[src/rtl/cpu_bram_rmw.sv]
// Byte-write front end for the CPU block RAM: turns masked word writes into read-modify-write.
// Optional macro CPU_BRAM_RMW_ERROR_EN reports out-of-range RAM accesses on o_error.
module cpu_bram_rmw #(
    parameter int WIDTH = 32
) (
    input  logic               i_clock,
    input  logic               i_reset,
    input  logic               i_request,
    input  logic               i_rw,
    input  logic [31:0]        i_address,
    input  logic [WIDTH/8-1:0] i_wmask,
    input  logic [WIDTH-1:0]   i_wdata,
    output logic [WIDTH-1:0]   o_rdata,
    output logic               o_ready,
    output logic               o_error,
    output logic               o_bram_request,
    output logic               o_bram_rw,
    output logic [31:0]        o_bram_address,
    output logic [WIDTH-1:0]   o_bram_wdata,
    input  logic [WIDTH-1:0]   i_bram_rdata,
    input  logic               i_bram_ready,
    input  logic               i_bram_valid
);
    localparam int BYTES = WIDTH / 8;

    localparam logic [2:0] IDLE     = 3'd0;
    localparam logic [2:0] RD_ISSUE = 3'd1;
    localparam logic [2:0] RD_WAIT  = 3'd2;
    localparam logic [2:0] WR_ISSUE = 3'd3;
    localparam logic [2:0] WR_WAIT  = 3'd4;
    localparam logic [2:0] DONE     = 3'd5;
    localparam logic [2:0] RELEASE  = 3'd6;

    logic [2:0]       state;
    logic             rw_q;
    logic [BYTES-1:0] mask_q;
    logic [WIDTH-1:0] wdata_q;
    logic [WIDTH-1:0] merged;
    logic             bram_bad;
    logic [1:0]       unused_addr_bits;

    assign unused_addr_bits = i_address[1:0];

`ifdef CPU_BRAM_RMW_ERROR_EN
    assign bram_bad = ~i_bram_valid;
`else
    logic unused_valid;
    assign unused_valid = i_bram_valid;
    assign bram_bad     = 1'b0;
`endif

    // Bytes with a set mask bit come from the CPU, the rest keep the RAM contents.
    always_comb begin
        merged = i_bram_rdata;
        for (int b = 0; b < BYTES; b++) begin
            if (mask_q[b]) merged[8*b +: 8] = wdata_q[8*b +: 8];
        end
    end

    always_ff @(posedge i_clock or negedge i_reset) begin
        if (!i_reset) begin
            state          <= IDLE;
            rw_q           <= 1'b0;
            mask_q         <= '0;
            wdata_q        <= '0;
            o_rdata        <= '0;
            o_ready        <= 1'b0;
            o_error        <= 1'b0;
            o_bram_request <= 1'b0;
            o_bram_rw      <= 1'b0;
            o_bram_address <= '0;
            o_bram_wdata   <= '0;
        end else begin
            o_bram_request <= 1'b0;
            o_ready        <= 1'b0;
            case (state)
                IDLE: begin
                    if (i_request) begin
                        rw_q           <= i_rw;
                        mask_q         <= i_wmask;
                        wdata_q        <= i_wdata;
                        o_bram_address <= {i_address[31:2], 2'b00};
                        o_error        <= 1'b0;
                        // RAM pulses are launched on the accepting edge so they appear in the ISSUE states.
                        if (i_rw && i_wmask == '1) begin
                            o_bram_request <= 1'b1;
                            o_bram_rw      <= 1'b1;
                            o_bram_wdata   <= i_wdata;
                            state          <= WR_ISSUE;
                        end else if (i_rw && i_wmask == '0) begin
                            state <= DONE;
                        end else begin
                            o_bram_request <= 1'b1;
                            o_bram_rw      <= 1'b0;
                            state          <= RD_ISSUE;
                        end
                    end
                end
                RD_ISSUE: state <= RD_WAIT;
                RD_WAIT: begin
                    if (i_bram_ready) begin
                        o_error <= bram_bad;
                        if (!rw_q) begin
                            o_rdata <= i_bram_rdata;
                            state   <= DONE;
                        end else if (bram_bad) begin
                            state <= DONE;
                        end else begin
                            o_bram_wdata   <= merged;
                            o_bram_request <= 1'b1;
                            o_bram_rw      <= 1'b1;
                            state          <= WR_ISSUE;
                        end
                    end
                end
                WR_ISSUE: state <= WR_WAIT;
                WR_WAIT: begin
                    if (i_bram_ready) begin
                        o_error <= bram_bad;
                        state   <= DONE;
                    end
                end
                DONE: begin
                    o_ready <= 1'b1;
                    state   <= RELEASE;
                end
                RELEASE: begin
                    if (!i_request) state <= IDLE;
                end
                default: state <= IDLE;
            endcase
        end
    end
endmodule

[config.mk]
export PLATFORM = sky130hd
export DESIGN_NAME = cpu_bram_rmw
export DESIGN_NICKNAME = d
export VERILOG_FILES = /design/src/rtl/cpu_bram_rmw.sv
export SDC_FILE = /design/constraint.sdc
export NUM_CORES = 1
export LEC_CHECK = 0
export CAP_MARGIN = 20
export CORE_UTILIZATION = 49
export DETAILED_ROUTE_END_ITERATION = 12
export GPL_ROUTABILITY_DRIVEN = 0
export GPL_TIMING_DRIVEN = 0
export PLACE_DENSITY_LB_ADDON = 0.3
export SYNTH_ARGS = -nofsm -noshare
export SYNTH_HDL_FRONTEND = slang
export SYNTH_SLANG_ARGS = --single-unit
[constraint.sdc]
create_clock -name i_clock -period 5.6 [get_ports i_clock]
set_input_delay 1.4 -clock i_clock [delete_from_list [all_inputs] [get_ports i_clock]]
set_output_delay 1.4 -clock i_clock [all_outputs]
set_load 0.1 [all_outputs]
==> flow_summary.ini, run 1 <==
[status]
status = complete, no violations

[worst_hold_path]
hold_class = flop to flop
hp-start = o_bram_address[21]
holdPathStages = 2
hold-path-endpoint = o_bram_address[21]

[cells_and_area]
antenna_cells = 0
area_growth_pct = 44.6
drive_above_1_share = 0.0848
nFillCells = 823
nNetsFinal = 927
fin_cells = 968
final_cell_area_sq_um = 8640

[grt]
grt-ovfl-total = 0
grt_max_degree = 88
grt_pass1_wl_mm = 25.8
first_global_vias = 5313
grt_util_all_layers = 0.266
grt_antenna_before_repair = 0

[place]
dp_slack_ns = 2.08
placed_area_sq_um = 8190
dp.cells = 945
io_buffers = 199
hpwl_mm = 11.6

[sta]
finalWorstSetupSlack_ns = 2.25
finalSetupViolCount = 0
min_period_ns = 3.35
fmax_mhz = 298
layout_worst_path_cycle_share = 0.598
worstMarginPinSlew_ns = 1.04
finalHoldViolations = 0
slew_violations = 0
rsz0062_at_grt = false
finClkSkew_ns = 0.00694
relSlewSlack = 0.306

[synthesis]
ys_ff_latch = 137
ys_types = 31
synth_warnings = 0
synthTopCellsByCount = nand2_1, dfrtp_1, mux2i_1, inv_1, o21ai_0
yosysSeqAreaShare = 0.573
synth.most_common_cell = nand2_1
syn_inst = 600
synth_top_area_share = 0.573
syn_area_sq_um = 5980
synth_ff_type = dfrtp_1
synth_area_leaders = dfrtp_1, nand2_1, mux2i_1
synth-edff-count = 0
synth.avg_cell_area_sq_um = 9.96
synth_top_cell_by_area = dfrtp_1
synthArstFlopShare = 1.00

[die]
die_h_um = 112
design.portCount = 206
die_x_um = 112
core_area_sq_um = 11700
num_rows = 39
initial_core_util = 0.513
dieArea_sq_um = 12600

[clock_network]
cts_tree = done
post_cts_buffers = 0
clockBufferDepth = 2
ctsHoldBuffers = 0
path_clk_slew_ns = 0.05
htreeDepth = 4
root_buffer = clkbuf_16
ctsResizeCount = 0
numClockSinks = 137
clk-insertion-delay-late_ns = 0.41
cts-buffers-inserted = 17

[route]
dr.pass1.iters = 5
vias = 4918
drtIter0Drc = 173
antenna_left = 0
drc = 0
via_per_inst = 5.08
wl_mm = 15.8
wire_per_inst_um = 16.4

[critical_path]
crit_chain = clkdlybuf4s50_1
rrSetupSlack_ns = 3.34
cp-end-kind = output port
path_buf_inv = 1
crit_arrival_ns = 1.95
critPathKind = flop to output port
rr_endpoint = o_bram_wdata[18]
reg2regPathDepth = 6
critPathSlowestCell = clkdlybuf4s50_1
r2r-start = state[0]
crit_start = o_bram_wdata[29]
cp_slowest_stage_delay_ns = 1.19
critPathRequiredTime_ns = 4.20
critPathTopFamily = buffers and inverters
critical_path.max_fanout = 2
cp-start-kind = flop

[run]
cap_viol_max_count = 0
==> flip-flops by register name (all words and copies together), names as in the netlist <==
name and flops:
rw_q 1, mask_q 4, o_rdata 32, o_bram_rw 1
o_bram_wdata 32, o_bram_request 1, state 3, wdata_q 32
o_ready 1, o_bram_address 30
==> stage by stage <==
stage          TNS [ns]   util  hold slack, ns
2_1_floorplan         0      -           0.445
3_3_place_gp    -297.47  0.699           0.457
3_5_place_dp          0  0.702           0.464
4_1_cts               0  0.741           0.476
5_1_grt               0  0.741           0.498
6_report              0  0.741           0.471
==> cell type report <==
cell class | instances | area (sq um) | share of cell area
multi-input combinational | 393 | 2240 | 0.259
clock buffer | 23 | 458 | 0.0530
buffer | 37 | 190 | 0.0220
tap | 143 | 179 | 0.0207
sequential | 137 | 3430 | 0.397
inverter | 35 | 131 | 0.0152
timing repair buffer | 200 | 2020 | 0.234
==> how the worst max path moves through the flow <==
stage                       endpoint  slack [ns]  cells past startpoint
floorplan           o_bram_wdata[10]        3.01                      6
global placement          wdata_q[3]       -2.18                      1
detailed placement       wdata_q[10]        2.08                      7
CTS                 o_bram_wdata[29]        2.24                      1
global route        o_bram_wdata[29]        2.21                      1
finish              o_bram_wdata[29]        2.25                      1
==> routing by layer <==
metal	wire, um	vias to the layer above	share of wire	GRT usage
li1	-	2339	-	-
met1	6350	2384	0.40	0.308
met2	8130	172	0.51	0.468
met3	1090	23	0.069	0.0788
met4	270	0	0.017	0.0996
met5	0	-	0	0
==> worst reg2reg max path, cell delays in order, from the launching register on <==
cell and delay (ns):
dfrtp_1 0.35, clkbuf_1 0.18, nor3b_1 0.37, clkbuf_1 0.50
clkbuf_1 0.40, o21ai_0 0.21, mux2i_1 0.18
==> placed cells by master, fill, tap and decap left out, drive strengths merged <==
| master | count |
|---|---|
| a21o | 1 |
| a21oi | 3 |
| and2 | 1 |
| and3 | 2 |
| buf | 21 |
| clkbuf | 41 |
| clkdlybuf4s50 | 198 |
| conb | 3 |
| dfrtp | 137 |
| inv | 35 |
| mux2 | 32 |
| mux2i | 64 |
| nand2 | 236 |
| nand2b | 2 |
| nand3 | 2 |
| nand3b | 1 |
| nor2 | 2 |
| nor2b | 1 |
| nor3 | 1 |
| nor3b | 1 |
| nor4 | 1 |
| o21ai | 34 |
| o21ba | 1 |
| o21bai | 1 |
| o22ai | 1 |
| o311ai | 1 |
| or3 | 2 |
==> cells by family after synthesis <==
family,share of synthesized area
compound gates,0.0396
buf+inv,0.0538
flops,0.573
mux,0.167
other cells,0.000627
simple gates,0.165
Power of run 1 is left out: the tool's default activity adds up to more than one toggle a clock period on the data nets, which glitch-free logic cannot reach.
==> inputs of run 2 (changes only) <==
--- a/config.mk
+++ b/config.mk
@@ -6,7 +6,7 @@
 export NUM_CORES = 1
 export LEC_CHECK = 0
 export CAP_MARGIN = 20
-export CORE_UTILIZATION = 49
+export CORE_UTILIZATION = 46
 export DETAILED_ROUTE_END_ITERATION = 12
 export GPL_ROUTABILITY_DRIVEN = 0
 export GPL_TIMING_DRIVEN = 0
==> constraint.sdc (replaced) <==
create_clock -name i_clock -period 3.1 [get_ports i_clock]
set_input_delay 0.775 -clock i_clock [delete_from_list [all_inputs] [get_ports i_clock]]
set_output_delay 0.775 -clock i_clock [all_outputs]
set_load 0.1 [all_outputs]
==> run 2 against run 1 <==
  * First-iteration DRC count grew 58%
  * Utilization shrank 4.3 points
  * Via count shrank 0.12%
  * Sequential share of layout area shrank 0.89 points
  * Routed wire length grew 1.3%
  * Setup slack lost 1.9 ns
  * Final cell count grew 3.8%
  * Worst hold slack lost 0.11 ns
==> flow_summary.ini, run 2 (same netlist as run 1, synthesis figures left out) <==
[status]
status = complete, no violations

[sta]
finalSetupViolCount = 0
rsz0062_at_grt = false
min_period_ns = 2.75
layout_worst_path_cycle_share = 0.887
fmax_mhz = 364
slew_violations = 0
fin_tns_setup_ns = 0
finalHoldViolations = 0
finClkSkew_ns = 0.00747
worstMarginPinSlew_ns = 1.04
relSlewSlack = 0.307
whs_ns = 0.365

[route]
drc = 0
dr.pass1.iters = 5
via_per_inst = 4.89
antenna_left = 0
vias = 4912
drtIter0Drc = 273
wl_mm = 16.0
wire_per_inst_um = 16.0

[grt]
grt_pass1_wl_mm = 25.4
grt_antenna_before_repair = 0
first_global_vias = 5063
grt-ovfl-total = 0
grt_max_degree = 72
grt_util_all_layers = 0.252

[clock_network]
ctsHoldBuffers = 0
root_buffer = clkbuf_16
htreeDepth = 4
cts_tree = done
path_clk_slew_ns = 0.05
clk-insertion-delay-late_ns = 0.42
numClockSinks = 137
post_cts_buffers = 0
clockBufferDepth = 2
ctsResizeCount = 0
cts-buffers-inserted = 17

[place]
hpwl_mm = 11.7
placed_area_sq_um = 8220
io_buffers = 199

[critical_path]
path_buf_inv = 1
critical_path.max_fanout = 2
crit_cells = 1
critPathTopFamily = buffers and inverters
reg2regPathDepth = 6
critPathSlowestCell = clkdlybuf4s50_1
critPathKind = flop to output port
cp-start-kind = flop
cp-end-kind = output port
rrSetupSlack_ns = 0.82
crit_chain = clkdlybuf4s50_1
crit_arrival_ns = 1.97
critPathRequiredTime_ns = 2.32
cp_slowest_stage_delay_ns = 1.19

[cells_and_area]
layout_commonest_cell = nand2_1
nNetsFinal = 927
area_growth_pct = 47.9
nFillCells = 953
drive_above_1_share = 0.0960
postLayoutCoreUtil = 0.698
antenna_cells = 0
final_cell_mix = nand2_1, clkdlybuf4s50_1, dfrtp_1
final_cell_area_sq_um = 8840
top_regs = o_bram_wdata x32, o_rdata x32, wdata_q x32

[die]
die_x_um = 116
num_rows = 41
design.portCount = 206
die_h_um = 116
core_area_sq_um = 12700
dieArea_sq_um = 13500
initial_core_util = 0.472

[worst_hold_path]
hold_class = primary input to async pin

[run]
cap_viol_max_count = 0
[run 2: cell types whose count changed in the layout (fill, tap and decap cells not counted), sizes merged]
cell and delta:
clkinvlp +1, bufinv +4, clkinv +3
[run 2: worst paths after layout]
path	start	end
worst max-delay path	o_bram_wdata[29]	o_bram_wdata[29]
worst min-delay path	i_reset	o_rdata[22]
worst max register to register	state[0]	o_bram_wdata[29]
worst min register to register	o_bram_address[10]	o_bram_address[10]
max in group asynchronous	i_reset	state[2]
min in group i_clock	o_bram_address[10]	o_bram_address[10]
[run 2: through the flow]
stage	cells	worst slack, ns
2_1_floorplan	602	1.14
3_3_place_gp	973	-4.10
3_5_place_dp	974	0.184
4_1_cts	1005	0.343
5_1_grt	1005	0.319
6_report	1005	0.351
[run 2: area by class of cell]
| cell class | instances | area [sq um] | share of cell area |
|---|---|---|---|
| plain buffers | 37 | 190 | 0.0215 |
| clock buffers | 23 | 478 | 0.0541 |
| clock inverters | 8 | 143 | 0.0161 |
| inverters | 35 | 131 | 0.0149 |
| multi-input cells | 393 | 2240 | 0.253 |
| flip-flops and latches | 137 | 3430 | 0.388 |
| well taps | 172 | 215 | 0.0243 |
| repair buffers | 200 | 2020 | 0.229 |
[run 2: layer usage]
layer / GRT usage / share of wire
met5: 0 / 0
met1: 0.288 / 0.40
met4: 0.0838 / 0.012
met3: 0.0879 / 0.081
met2: 0.438 / 0.51
Power of run 2 is left out for the same reason.
